[config.mk]
export PLATFORM = sky130hd
export DESIGN_NAME = sprite_bus_writer
export DESIGN_NICKNAME = d
export VERILOG_FILES = /design/src/rtl/sprite_bus_writer.sv
export SDC_FILE = /design/constraint.sdc
export NUM_CORES = 1
export LEC_CHECK = 0
export ABC_AREA = 1
export BUFFER_PORTS_ARGS = -buffer_cell sky130_fd_sc_hd__buf_2
export CELL_PAD_IN_SITES_DETAIL_PLACEMENT = 1
export CELL_PAD_IN_SITES_GLOBAL_PLACEMENT = 1
export CORE_UTILIZATION = 42
export CTS_CLUSTER_DIAMETER = 80
export DETAILED_ROUTE_END_ITERATION = 6
export GPL_TIMING_DRIVEN = 0
export PLACE_DENSITY_LB_ADDON = 0.05
export SLEW_MARGIN = 30
export SYNTH_ARGS = -nofsm -noshare
export SYNTH_HDL_FRONTEND = slang
export SYNTH_SLANG_ARGS = --single-unit
[constraint.sdc]
create_clock -name clk -period 2.42 [get_ports clk]
set_input_delay 0.121 -clock clk [delete_from_list [all_inputs] [get_ports clk]]
set_output_delay 0.121 -clock clk [all_outputs]
set_load 0.01 [all_outputs]
[src/rtl/sprite_bus_writer.sv]
// -----------------------------------------------------------------------------
// sprite_bus_writer
//   Initiator side of the sprite-position write bus into the graphics RAM.
//   Position updates arrive over a valid/ready handshake, are clamped to the
//   visible area, queued in a small FIFO and serialised one at a time into a
//   wrn low pulse. The RAM commits sprite_id/x/y on the 0->1 edge of wrn.
//   Each write goes IDLE -> SETUP -> LOW -> HOLD -> IDLE.
//
//   Handshake: a request transfers on a rising clk edge where
//   req_valid && req_ready. req_ready is registered and depends only on the
//   FIFO level, never on req_valid. A request presented while req_ready is low
//   is dropped and sets the sticky overflow flag.
//
//   Optional feature macro: VBLANK_SYNC_EN. When defined, a new write is only
//   started while vblank=1. A write that has already left IDLE always runs to
//   completion. When undefined, vblank is ignored.
//
// Ports
//   clk, rst      clock, synchronous active-high reset
//   req_valid     update request present
//   req_ready     FIFO can accept (registered, level != FIFO_DEPTH)
//   req_id/x/y    update payload (x/y clamped to X_MAX/Y_MAX on enqueue)
//   vblank        vertical blank (used only with VBLANK_SYNC_EN)
//   sprite_id/x/y write-bus data, changes only on IDLE->SETUP
//   wrn           write strobe, idle high
//   busy          FSM not idle or FIFO non-empty
//   level         FIFO occupancy
//   overflow      sticky: valid seen while not ready
//   fsm_state     debug view of the FSM state
// -----------------------------------------------------------------------------
module sprite_bus_writer #(
    parameter int FIFO_DEPTH = 4,
    parameter int LOW_CYC    = 2,
    parameter int HOLD_CYC   = 1,
    parameter int X_MAX      = 639,
    parameter int Y_MAX      = 479
) (
    input  logic                            clk,
    input  logic                            rst,
    input  logic                            req_valid,
    output logic                            req_ready,
    input  logic [7:0]                      req_id,
    input  logic [9:0]                      req_x,
    input  logic [8:0]                      req_y,
    input  logic                            vblank,
    output logic [7:0]                      sprite_id,
    output logic [9:0]                      sprite_x,
    output logic [8:0]                      sprite_y,
    output logic                            wrn,
    output logic                            busy,
    output logic [$clog2(FIFO_DEPTH):0]     level,
    output logic                            overflow,
    output logic [1:0]                      fsm_state
);

    localparam int PW = $clog2(FIFO_DEPTH);
    localparam int LW = PW + 1;
    localparam int CMAX = (LOW_CYC > HOLD_CYC) ? LOW_CYC : HOLD_CYC;
    localparam int CW = (CMAX < 2) ? 1 : $clog2(CMAX);

    localparam logic [1:0] S_IDLE  = 2'd0;
    localparam logic [1:0] S_SETUP = 2'd1;
    localparam logic [1:0] S_LOW   = 2'd2;
    localparam logic [1:0] S_HOLD  = 2'd3;

    logic [1:0]    state, state_nxt;
    logic [CW-1:0] cnt, cnt_nxt;
    logic          wrn_nxt;

    logic [26:0]   mem [FIFO_DEPTH];
    logic [PW-1:0] wr_ptr, rd_ptr;
    logic [LW-1:0] level_nxt;

    logic          gate_open;
    logic          push, pop;
    logic [9:0]    clamp_x;
    logic [8:0]    clamp_y;

`ifdef VBLANK_SYNC_EN
    assign gate_open = vblank;
`else
    assign gate_open = 1'b1;
`endif

    assign fsm_state = state;
    assign push      = req_valid && req_ready;
    assign pop       = (state == S_IDLE) && (level != '0) && gate_open;
    assign clamp_x   = (req_x > 10'(X_MAX)) ? 10'(X_MAX) : req_x;
    assign clamp_y   = (req_y > 9'(Y_MAX))  ? 9'(Y_MAX)  : req_y;
    assign level_nxt = level + LW'(push) - LW'(pop);

    always_comb begin
        state_nxt = state;
        cnt_nxt   = cnt;
        wrn_nxt   = wrn;
        case (state)
            S_IDLE: begin
                if (pop) state_nxt = S_SETUP;
            end
            S_SETUP: begin
                state_nxt = S_LOW;
                wrn_nxt   = 1'b0;
                cnt_nxt   = CW'(LOW_CYC - 1);
            end
            S_LOW: begin
                if (cnt == '0) begin
                    // Rising edge of wrn is the commit point for the RAM.
                    state_nxt = S_HOLD;
                    wrn_nxt   = 1'b1;
                    cnt_nxt   = CW'(HOLD_CYC - 1);
                end else begin
                    cnt_nxt = cnt - 1'b1;
                end
            end
            default: begin
                if (cnt == '0) state_nxt = S_IDLE;
                else           cnt_nxt   = cnt - 1'b1;
            end
        endcase
    end

    // Storage carries no reset; occupancy is tracked by the pointers/level.
    always_ff @(posedge clk) begin
        if (push) mem[wr_ptr] <= {req_id, clamp_x, clamp_y};
    end

    always_ff @(posedge clk) begin
        if (rst) begin
            state     <= S_IDLE;
            cnt       <= '0;
            wrn       <= 1'b1;
            sprite_id <= 8'hFF;
            sprite_x  <= '0;
            sprite_y  <= '0;
            wr_ptr    <= '0;
            rd_ptr    <= '0;
            level     <= '0;
            req_ready <= 1'b1;
            busy      <= 1'b0;
            overflow  <= 1'b0;
        end else begin
            state <= state_nxt;
            cnt   <= cnt_nxt;
            wrn   <= wrn_nxt;
            if (push) wr_ptr <= wr_ptr + 1'b1;
            if (pop) begin
                rd_ptr <= rd_ptr + 1'b1;
                {sprite_id, sprite_x, sprite_y} <= mem[rd_ptr];
            end
            level     <= level_nxt;
            req_ready <= (level_nxt != LW'(FIFO_DEPTH));
            busy      <= (state_nxt != S_IDLE) || (level_nxt != '0);
            if (req_valid && !req_ready) overflow <= 1'b1;
        end
    end

endmodule
==> summary.txt, run 1 <==
status - complete, no violations
crit path capture - busy
root buffer cell - clkbuf_16
CP Launch Point - fsm_state[0]
Final Non-Filler Cells - 813
worst hold path class - in2reg
synth unique cells - 26
worst reg2reg setup slack - 0.14 ns
crit path launch type - flip-flop
count of final max-slew check failures - 0
worst vdd ir - 0.525 mV
max incr delay on CP - 0.50 ns
Pleak - 2.89 nW
first-pass GRT wire length - 23.9 mm
GRT Util Overall - 22.6%
Rel. slew slack - 45.0%
top cells by count, synth - edfxtp_1, nor2_1, nand2_1
largest cells by area after synthesis - edfxtp_1, dfxtp_1, nor2_1, nand2_1, o21ai_0
sequential share of the synthesized area - 69.2%
Synth Instances - 522
total CTS buffers - 17
final hold violation count - 0
vias per cell - 5.07
post-synth top area cell - edfxtp_1
pwr/cell area - 1210 nW/µm²
Starting Density - 43.7%
routed len/inst - 18.2 µm
placed instance count - 767
final wirelength - 14.8 mm
crit path capture type - flip-flop
synthesis-stage register bit count - 149
Worst Max-Slew Pin Slew - 0.820 ns
gp weighted congestion - 0.728
vias in the first global route - 4573
worst-path cell chain - inv_2, ha_4, nand2_4, clkinv_4, ha_1, inv_1, ha_1, fa_1, o21ai_2, nand2_1, a21oi_2, nand2_1
Area after DPL - 6550 µm²
initial antenna violation count - 0
CTS sink cnt - 149
Die X - 120 µm
largest net degree at the start of global routing - 20
num rows - 42
Worst Path Required - 2.74 ns
R2R cell count - 12
Reg-to-Reg End - busy
I/O pin cnt - 67
delay-heaviest family, CP - adder cells
Main synth FF type - edfxtp_1
post-route minimum period - 2.28 ns
critical path class - reg2reg
antenna viol nets, final - 0
vias - 4124
most common cell in the netlist - edfxtp_1
data arrival time of the critical path - 2.60 ns
EDFF count, synth - 108
Die Y - 120 µm
TritonCTS clock tree - built
Ant. Diodes - 0
# nets final - 666
CP max FO - 6
Initial DRC Count - 193
Syn Std Cell Area - 5870 µm²
Placeable Area - 13500 µm²
placed wire-length estimate - 9.37 mm
CP Buf/Inv Count - 3
Worst R2R Start - fsm_state[0]
Worst-Skew Late Latency - 0.43 ns
Yosys top cell area share - 55.2%
Non-Filler Cell Area, Final - 7260 µm²
Critical-path top delay cell - fa_1
Pre-antenna DRT Iters - 4
final setup vio count - 0
critical path depth - 12
syn nets - 564
DRC viols - 0
Avg Synthesized Cell Area - 11.3 µm²
YS warnings - 0
Max clock buf depth - 2
Worst-path clk slew - 0.06 ns
fmax - 439 MHz
gr ovfl total - 0
PortBufs - 65
H-tree levels - 4
fin crit share - 94.2%
area of the die - 14500 µm²
Area Growth Syn to Fin - 23.5%
asr flop ratio synth - 0%
max-cap check violation count - 0
Setup Skew - 0.00812 ns
share of cells above drive strength 1 - 22.6%
## report_power, final
group | internal [mW] | leakage, nW | total, mW | switching, mW
Clock | 1.38 | 0.266 | 2.36 | 0.980
Sequential | 3.26 | 1.33 | 3.47 | 0.210
Combinational | 1.10 | 1.30 | 2.93 | 1.83
Total | 5.74 | 2.89 | 8.76 | 3.02
## metrics by stage
stage / setup TNS (ns) / worst slack, ns / total power, mW / util, % / hold slack, ns
6_report: 0 / 0.140 / 8.76 / 53.9 / 0.0268
3_5_place_dp: -0.419 / -0.233 / 6.27 / 48.7 / 0.339
5_1_grt: -0.00892 / -0.00892 / 9.33 / 53.9 / 0.0319
3_3_place_gp: -88.63 / -0.902 / 6.10 / 47.7 / 0.331
4_1_cts: 0 / 0.000123 / 8.68 / 53.4 / 0.0137
2_1_floorplan: 0 / 0.00715 / 5.21 / - / 0.202
## area by class of cell
type                    count  area [µm²]
plain buffers              30         210
clock buffers              18         429
clock inverters            14        93.8
fillers                  1474        6200
inverters                  39         151
multi-input cells         303        1510
flip-flops and latches    149        4070
well taps                 176         220
repair buffers             84         566
## cells in the final DEF (no fill, tap or decap), types with 9 or more instances in the layout
cell / n
buf_4: 11
inv_1: 35
a21oi_1: 13
nand2_1: 70
ha_1: 9
o21ai_0: 47
clkbuf_16: 17
o21ai_1: 16
nand3_1: 27
buf_2: 73
dfxtp_1: 38
nor2_1: 85
o22ai_1: 19
dlygate4sd3_1: 10
edfxtp_1: 108
## logic make-up (layout without fill, tap and decap cells)
kind of cell	Yosys count	after routing	synth area share (%)
AND/OR/NAND/NOR	192	192	13.1
flip-flops	149	149	69.2
AO/OA/AOI/OAI	100	100	9.03
buffers and inverters	70	185	6.20
adder cells (fa/ha/maj)	11	11	2.47
## routing by layer
metal / GRT usage, % / part of all wire [%] / vias up / wire length, µm
met4: 7.87 / 0.95 / 0 / 140
li1: - / - / 1992 / -
met3: 4.91 / 2.9 / 12 / 423
met1: 27.3 / 44 / 2047 / 6540
met2: 39.6 / 52 / 73 / 7680
met5: 0 / 0 / - / 0
## sequential cells by signal, indices dropped and copies added, names as in the netlist
signal and cells:
sprite_y 9, mem 108, req_ready 1, cnt 1, wrn 1, sprite_x 10, sprite_id 8, level 3
busy 1, wr_ptr 2, overflow 1, fsm_state 2, rd_ptr 2
## worst min-delay path, cell delays in order
cell	delay [ns]
buf_2	0.07
inv_1	0.03
nand2_1	0.10
## worst min path at each step
stage	depth (start not counted)	startpoint	to	slack (ns)
floorplan	1	rst	level[2]	0.20
global placement	1	req_id[2]	mem[1][21]	0.33
detailed placement	1	req_id[1]	mem[3][20]	0.34
CTS	3	req_x[4]	mem[3][13]	0.01
global route	3	req_x[4]	mem[2][13]	0.03
finish	3	req_x[4]	mem[3][13]	0.03
## repair_timing
item	in CTS	in global routing
hold endpoints to repair	36	0
pin swaps	2	3
buffers inserted	0	5
resized for setup	5	13
endpoints found under the setup margin	3	2
hold buffers	10	0
Power figures use the tool's default switching activity.
==> run 2: changes to the inputs <==
CORE_ASPECT_RATIO = 1.1   (was not set)
CORE_MARGIN = 2   (was not set)
MAX_ROUTING_LAYER = met4   (was not set)
==> run 2 against run 1 <==
  * Final cell count grew 0.98%
  * Non-clock buffer count shrank 4
  * Global-route usage shrank 1.4 points
  * Worst hold slack lost 0.0059 ns
  * Critical path depth is the same
  * Sequential power is essentially flat
  * Cell area grew 0.91%
  * Largest cell class unchanged
  * Highest routed layer unchanged
==> summary.txt, run 2 (synthesis gave the netlist of run 1 again) <==
count of final max-slew check failures - 0
Die X - 117 µm
share of cells above drive strength 1 - 22.4%
pre-CTS setup slack - -0.243 ns
TritonCTS clock tree - built
placed wire-length estimate - 9.20 mm
Worst Max-Slew Pin Slew - 0.756 ns
Worst-path clk slew - 0.06 ns
Worst-Skew Late Latency - 0.42 ns
Worst Path Required - 2.73 ns
post-route minimum period - 2.26 ns
pwr/cell area - 1220 nW/µm²
Die Y - 128 µm
root buffer cell - clkbuf_16
worst-path cell chain - inv_2, ha_4, nand2_4, inv_4, ha_1, inv_1, ha_1, fa_1, o21ai_1, nand2_1, a21oi_2, nand2_1
worst hold path class - in2reg
Biggest register - mem
placed instance count - 779
Pre-antenna DRT Iters - 4
final setup vio count - 0
first-pass GRT wire length - 22.5 mm
max incr delay on CP - 0.47 ns
unrepaired setup endpoints after global routing - no
Critical-path top delay cell - fa_1
gr ovfl total - 0
vias per cell - 4.94
vias in the first global route - 4228
max-cap check violation count - 0
initial antenna violation count - 0
number of flip-flops in the largest register - 108
CP Buf/Inv Count - 3
DRC viols - 0
PortBufs - 65
largest net degree at the start of global routing - 17
final wirelength - 14.5 mm
routed len/inst - 17.6 µm
Starting Density - 42.8%
GRT Util Overall - 21.2%
setup ws final - 0.162 ns
area of the die - 14900 µm²
gp weighted congestion - 0.779
fillers - 1498
num rows - 45
critical path class - reg2reg
Pleak - 2.89 nW
Rel. slew slack - 49.3%
antenna viol nets, final - 0
CTS sink cnt - 149
Area Growth Syn to Fin - 24.6%
data arrival time of the critical path - 2.57 ns
vias - 4052
CP max FO - 12
total CTS buffers - 17
delay-heaviest family, CP - adder cells
worst vdd ir - 0.529 mV
Util after Layout - 53.3%
H-tree levels - 4
crit path capture type - flip-flop
status - complete, no violations
Setup TNS Final - 0 ns
Setup Skew - 0.0101 ns
I/O pin cnt - 67
Top Registers - mem: 108 flops, sprite_x: 10 flops, sprite_y: 9 flops
fmax - 443 MHz
Ant. Diodes - 0
crit path launch type - flip-flop
Max clock buf depth - 2
final hold violation count - 0
fin crit share - 93.3%
commonest non-fill, non-tap cells in the layout - edfxtp_1, nor2_1, buf_2
commonest non-fill, non-tap cell in the layout - edfxtp_1
Final Non-Filler Cells - 821
# nets final - 662
Initial DRC Count - 242
Placeable Area - 13700 µm²
## run 2: changes by cell type in the layout (fill, tap and decap cells not counted), moves of 2 or more
cell | previous run | this run
clkinv_2 | 8 | 2
clkinvlp_4 | 0 | 5
buf_4 | 11 | 7
clkinv_1 | 4 | 0
bufinv_16 | 1 | 3
## run 2: layer usage
layer / up-vias / share of wire [%] / global-route usage [%]
li1: 1979 / - / -
met2: 89 / 51 / 34.4
met5: - / 0 / -
met3: 22 / 3.7 / 5.25
met1: 1962 / 44 / 25.2
met4: 0 / 2.0 / 8.51
## run 2: worst min-delay path, cell delays in order
cell	delay (ns)
buf_2	0.08
inv_1	0.03
nand2_1	0.10
## run 2: worst paths after layout
path / startpoint / end / slack (ns) / cells past startpoint
worst min register to register: sprite_id[7] / sprite_id[7] / 0.45 / 2
worst max register to register: fsm_state[0] / busy / 0.16 / 12
worst min-delay path: req_y[2] / mem[2][2] / 0.02 / 3
worst max-delay path: fsm_state[0] / busy / 0.16 / 12
## run 2: power breakdown
group	switching [mW]	internal, mW	leakage, nW
Sequential	0.203	3.26	1.33
Clock	1.04	1.65	0.278
Combinational	1.79	1.02	1.28
Total	3.03	5.93	2.89
## run 2: area by class of cell
cell class | count | area (µm²) | share of cell area, %
Sequential cell | 149 | 4070 | 55.6
Multi-Input combinational cell | 303 | 1510 | 20.6
Timing Repair Buffer | 80 | 543 | 7.42
Clock buffer | 20 | 447 | 6.10
Tap cell | 188 | 235 | 3.21
Buffer | 30 | 210 | 2.87
Clock inverter | 12 | 155 | 2.12
Inverter | 39 | 149 | 2.03
## run 2: timing repair
item,4_1_cts,5_1_grt
hold endpoints to repair,36,0
hold buffers,10,0
buffers inserted,0,1
gates resized for setup,10,7
setup endpoints to repair,3,3
gates cloned,0,0
pin swaps,3,4
## run 2: metrics by stage
stage | power (mW) | hold slack (ns) | instance area (µm²)
finish | 8.96 | 0.0209 | 7320
global route | 9.51 | 0.0416 | 7320
CTS | 9.04 | 0.0109 | 7310
detailed placement | 6.28 | 0.346 | 6580
global placement | 6.11 | 0.342 | 6440
floorplan | 5.21 | 0.202 | 5880
==> run 3: changes to the inputs <==
CORE_UTILIZATION = 40   (was 42)
==> run 3 against run 2 <==
  * Sequential cell count unchanged
  * Sequential share of layout area is essentially flat
  * Clock power shrank 3%
  * First-iteration DRC count decreased by 5.4%
==> summary.txt, run 3 (synthesis gave the netlist of run 1 again) <==
status - complete, no violations
I/O pin cnt - 67
Area Growth Syn to Fin - 24.8%
Initial DRC Count - 229
first-pass GRT wire length - 23.3 mm
Psw - 3.02 mW
R2R cell count - 12
TritonCTS clock tree - built
placed wire-length estimate - 9.59 mm
final hold violation count - 0
fin crit share - 94.2%
crit path capture type - flip-flop
Biggest register - mem
H-tree levels - 4
area of the die - 15700 µm²
hold path startpoint - req_x[5]
vias per cell - 4.94
Min Hold Slack - 0.0148 ns
Pleak - 2.91 nW
Worst-Skew Late Latency - 0.43 ns
Worst Path Required - 2.74 ns
cell internal pwr - 5.93 mW
Max clock buf depth - 2
crit path launch type - flip-flop
data arrival time of the critical path - 2.60 ns
Setup TNS Final - 0 ns
commonest non-fill, non-tap cell in the layout - edfxtp_1
fmax - 439 MHz
pwr/cell area - 1220 nW/µm²
count of final max-slew check failures - 0
final wirelength - 14.9 mm
Pre-antenna DRT Iters - 4
Seq pwr share - 38.5%
Sw Share - 33.8%
Starting Density - 40.8%
worst hold path class - in2reg
DRC viols - 0
initial antenna violation count - 0
share of cells above drive strength 1 - 22.8%
vias - 4099
Clock power frac - 29.3%
root buffer cell - clkbuf_16
Placeable Area - 14400 µm²
Area after DPL - 6580 µm²
# nets final - 666
final setup vio count - 0
num rows - 46
gp weighted congestion - 0.740
post-route minimum period - 2.28 ns
Setup Skew - 0.0107 ns
Met1 Routed Length - 6.48 mm
worst vdd ir - 0.551 mV
routed length on met3 - 444 µm
Top Registers - mem: 108 flops, sprite_x: 10 flops, sprite_y: 9 flops
Reg-to-Reg End - busy
Non-Filler Cell Area, Final - 7330 µm²
Die X - 120 µm
Rel. slew slack - 49.2%
top layer in use - met4
worst reg2reg setup slack - 0.14 ns
GRT Util Overall - 20.3%
Worst R2R Start - fsm_state[0]
total CTS buffers - 17
critical path class - reg2reg
commonest non-fill, non-tap cells in the layout - edfxtp_1, nor2_1, buf_2
fillers - 1587
routed len/inst - 17.9 µm
Worst Max-Slew Pin Slew - 0.756 ns
Combinational Power Share - 32.2%
Die Y - 131 µm
Hold Path Stages - 3
CTS sink cnt - 149
largest net degree at the start of global routing - 18
hold path endpoint - mem[2][14]
gr ovfl total - 0
number of flip-flops in the largest register - 108
max-cap check violation count - 0
unrepaired setup endpoints after global routing - no
metal2 WL - 7.74 mm
CP max FO - 12
Ant. Diodes - 0
vias in the first global route - 4367
Worst-path clk slew - 0.06 ns
antenna viol nets, final - 0
PortBufs - 65
[run 3: how the worst max path moves through the flow]
stage	startpoint	end	slack, ns	cells after the start
after detailed placement	fsm_state[1]	busy	-0.24	13
final	fsm_state[0]	busy	0.14	12
after floorplan	fsm_state[1]	busy	0.007	13
after global routing	fsm_state[0]	busy	0.04	12
after CTS	fsm_state[0]	busy	-0.02	13
after global placement	req_ready	mem[3][14]	-0.85	2
[run 3: power by group through the flow]
stage | clock network [mW] | registers [mW] | logic [mW]
after global placement | 0 | 3.49 | 2.63
after detailed placement | 0 | 3.50 | 2.80
after floorplan | 0 | 3.57 | 1.63
after CTS | 2.66 | 3.45 | 2.89
after global routing | 2.76 | 3.50 | 3.23
final | 2.62 | 3.45 | 2.88
[run 3: cell type report]
class                      count  area [µm²]  share of cell area (%)
buffer                        30         210                    2.87
clock buffer                  22         484                    6.61
clock inverter                10         103                    1.40
inverter                      39         149                    2.03
multi-input combinational    303        1500                    20.4
sequential                   149        4070                    55.6
tap                          192         240                    3.28
timing repair buffer          84         573                    7.82
[run 3: timing repair]
action | 4_1_cts | 5_1_grt
hold buffers | 10 | 0
gates resized for setup | 7 | 9
pin swaps | 1 | 7
endpoints found under the setup margin | 3 | 2
endpoints found under the hold margin | 36 | 0
setup buffers | 1 | 4
[run 3: routing by layer]
layer  track usage (%)  vias to the layer above
li1                  -                     1988
met1              24.0                     2018
met2              34.8                       77
met3              3.78                       16
met4              6.99                        0
met5                 -                        -
[run 3: worst max-delay path, stage by stage, from the launching register on]
cell,delay (ns)
dfxtp_4,0.37
inv_2,0.06
ha_4,0.17
nand2_2,0.10
inv_4,0.09
ha_1,0.28
inv_1,0.04
ha_1,0.19
fa_1,0.49
o21ai_1,0.14
nand2_1,0.08
a21oi_2,0.11
nand2_1,0.06
[run 3: metrics by stage]
stage | std cells | util (%) | setup slack, ns | power, mW
after detailed placement | 783 | 45.7 | -0.238 | 6.30
after CTS | 826 | 50.7 | -0.0175 | 9.00
after global routing | 829 | 50.9 | 0.0361 | 9.49
after global placement | 779 | 44.8 | -0.848 | 6.12
after floorplan | 522 | - | 0.00715 | 5.21
final | 829 | 50.9 | 0.140 | 8.95
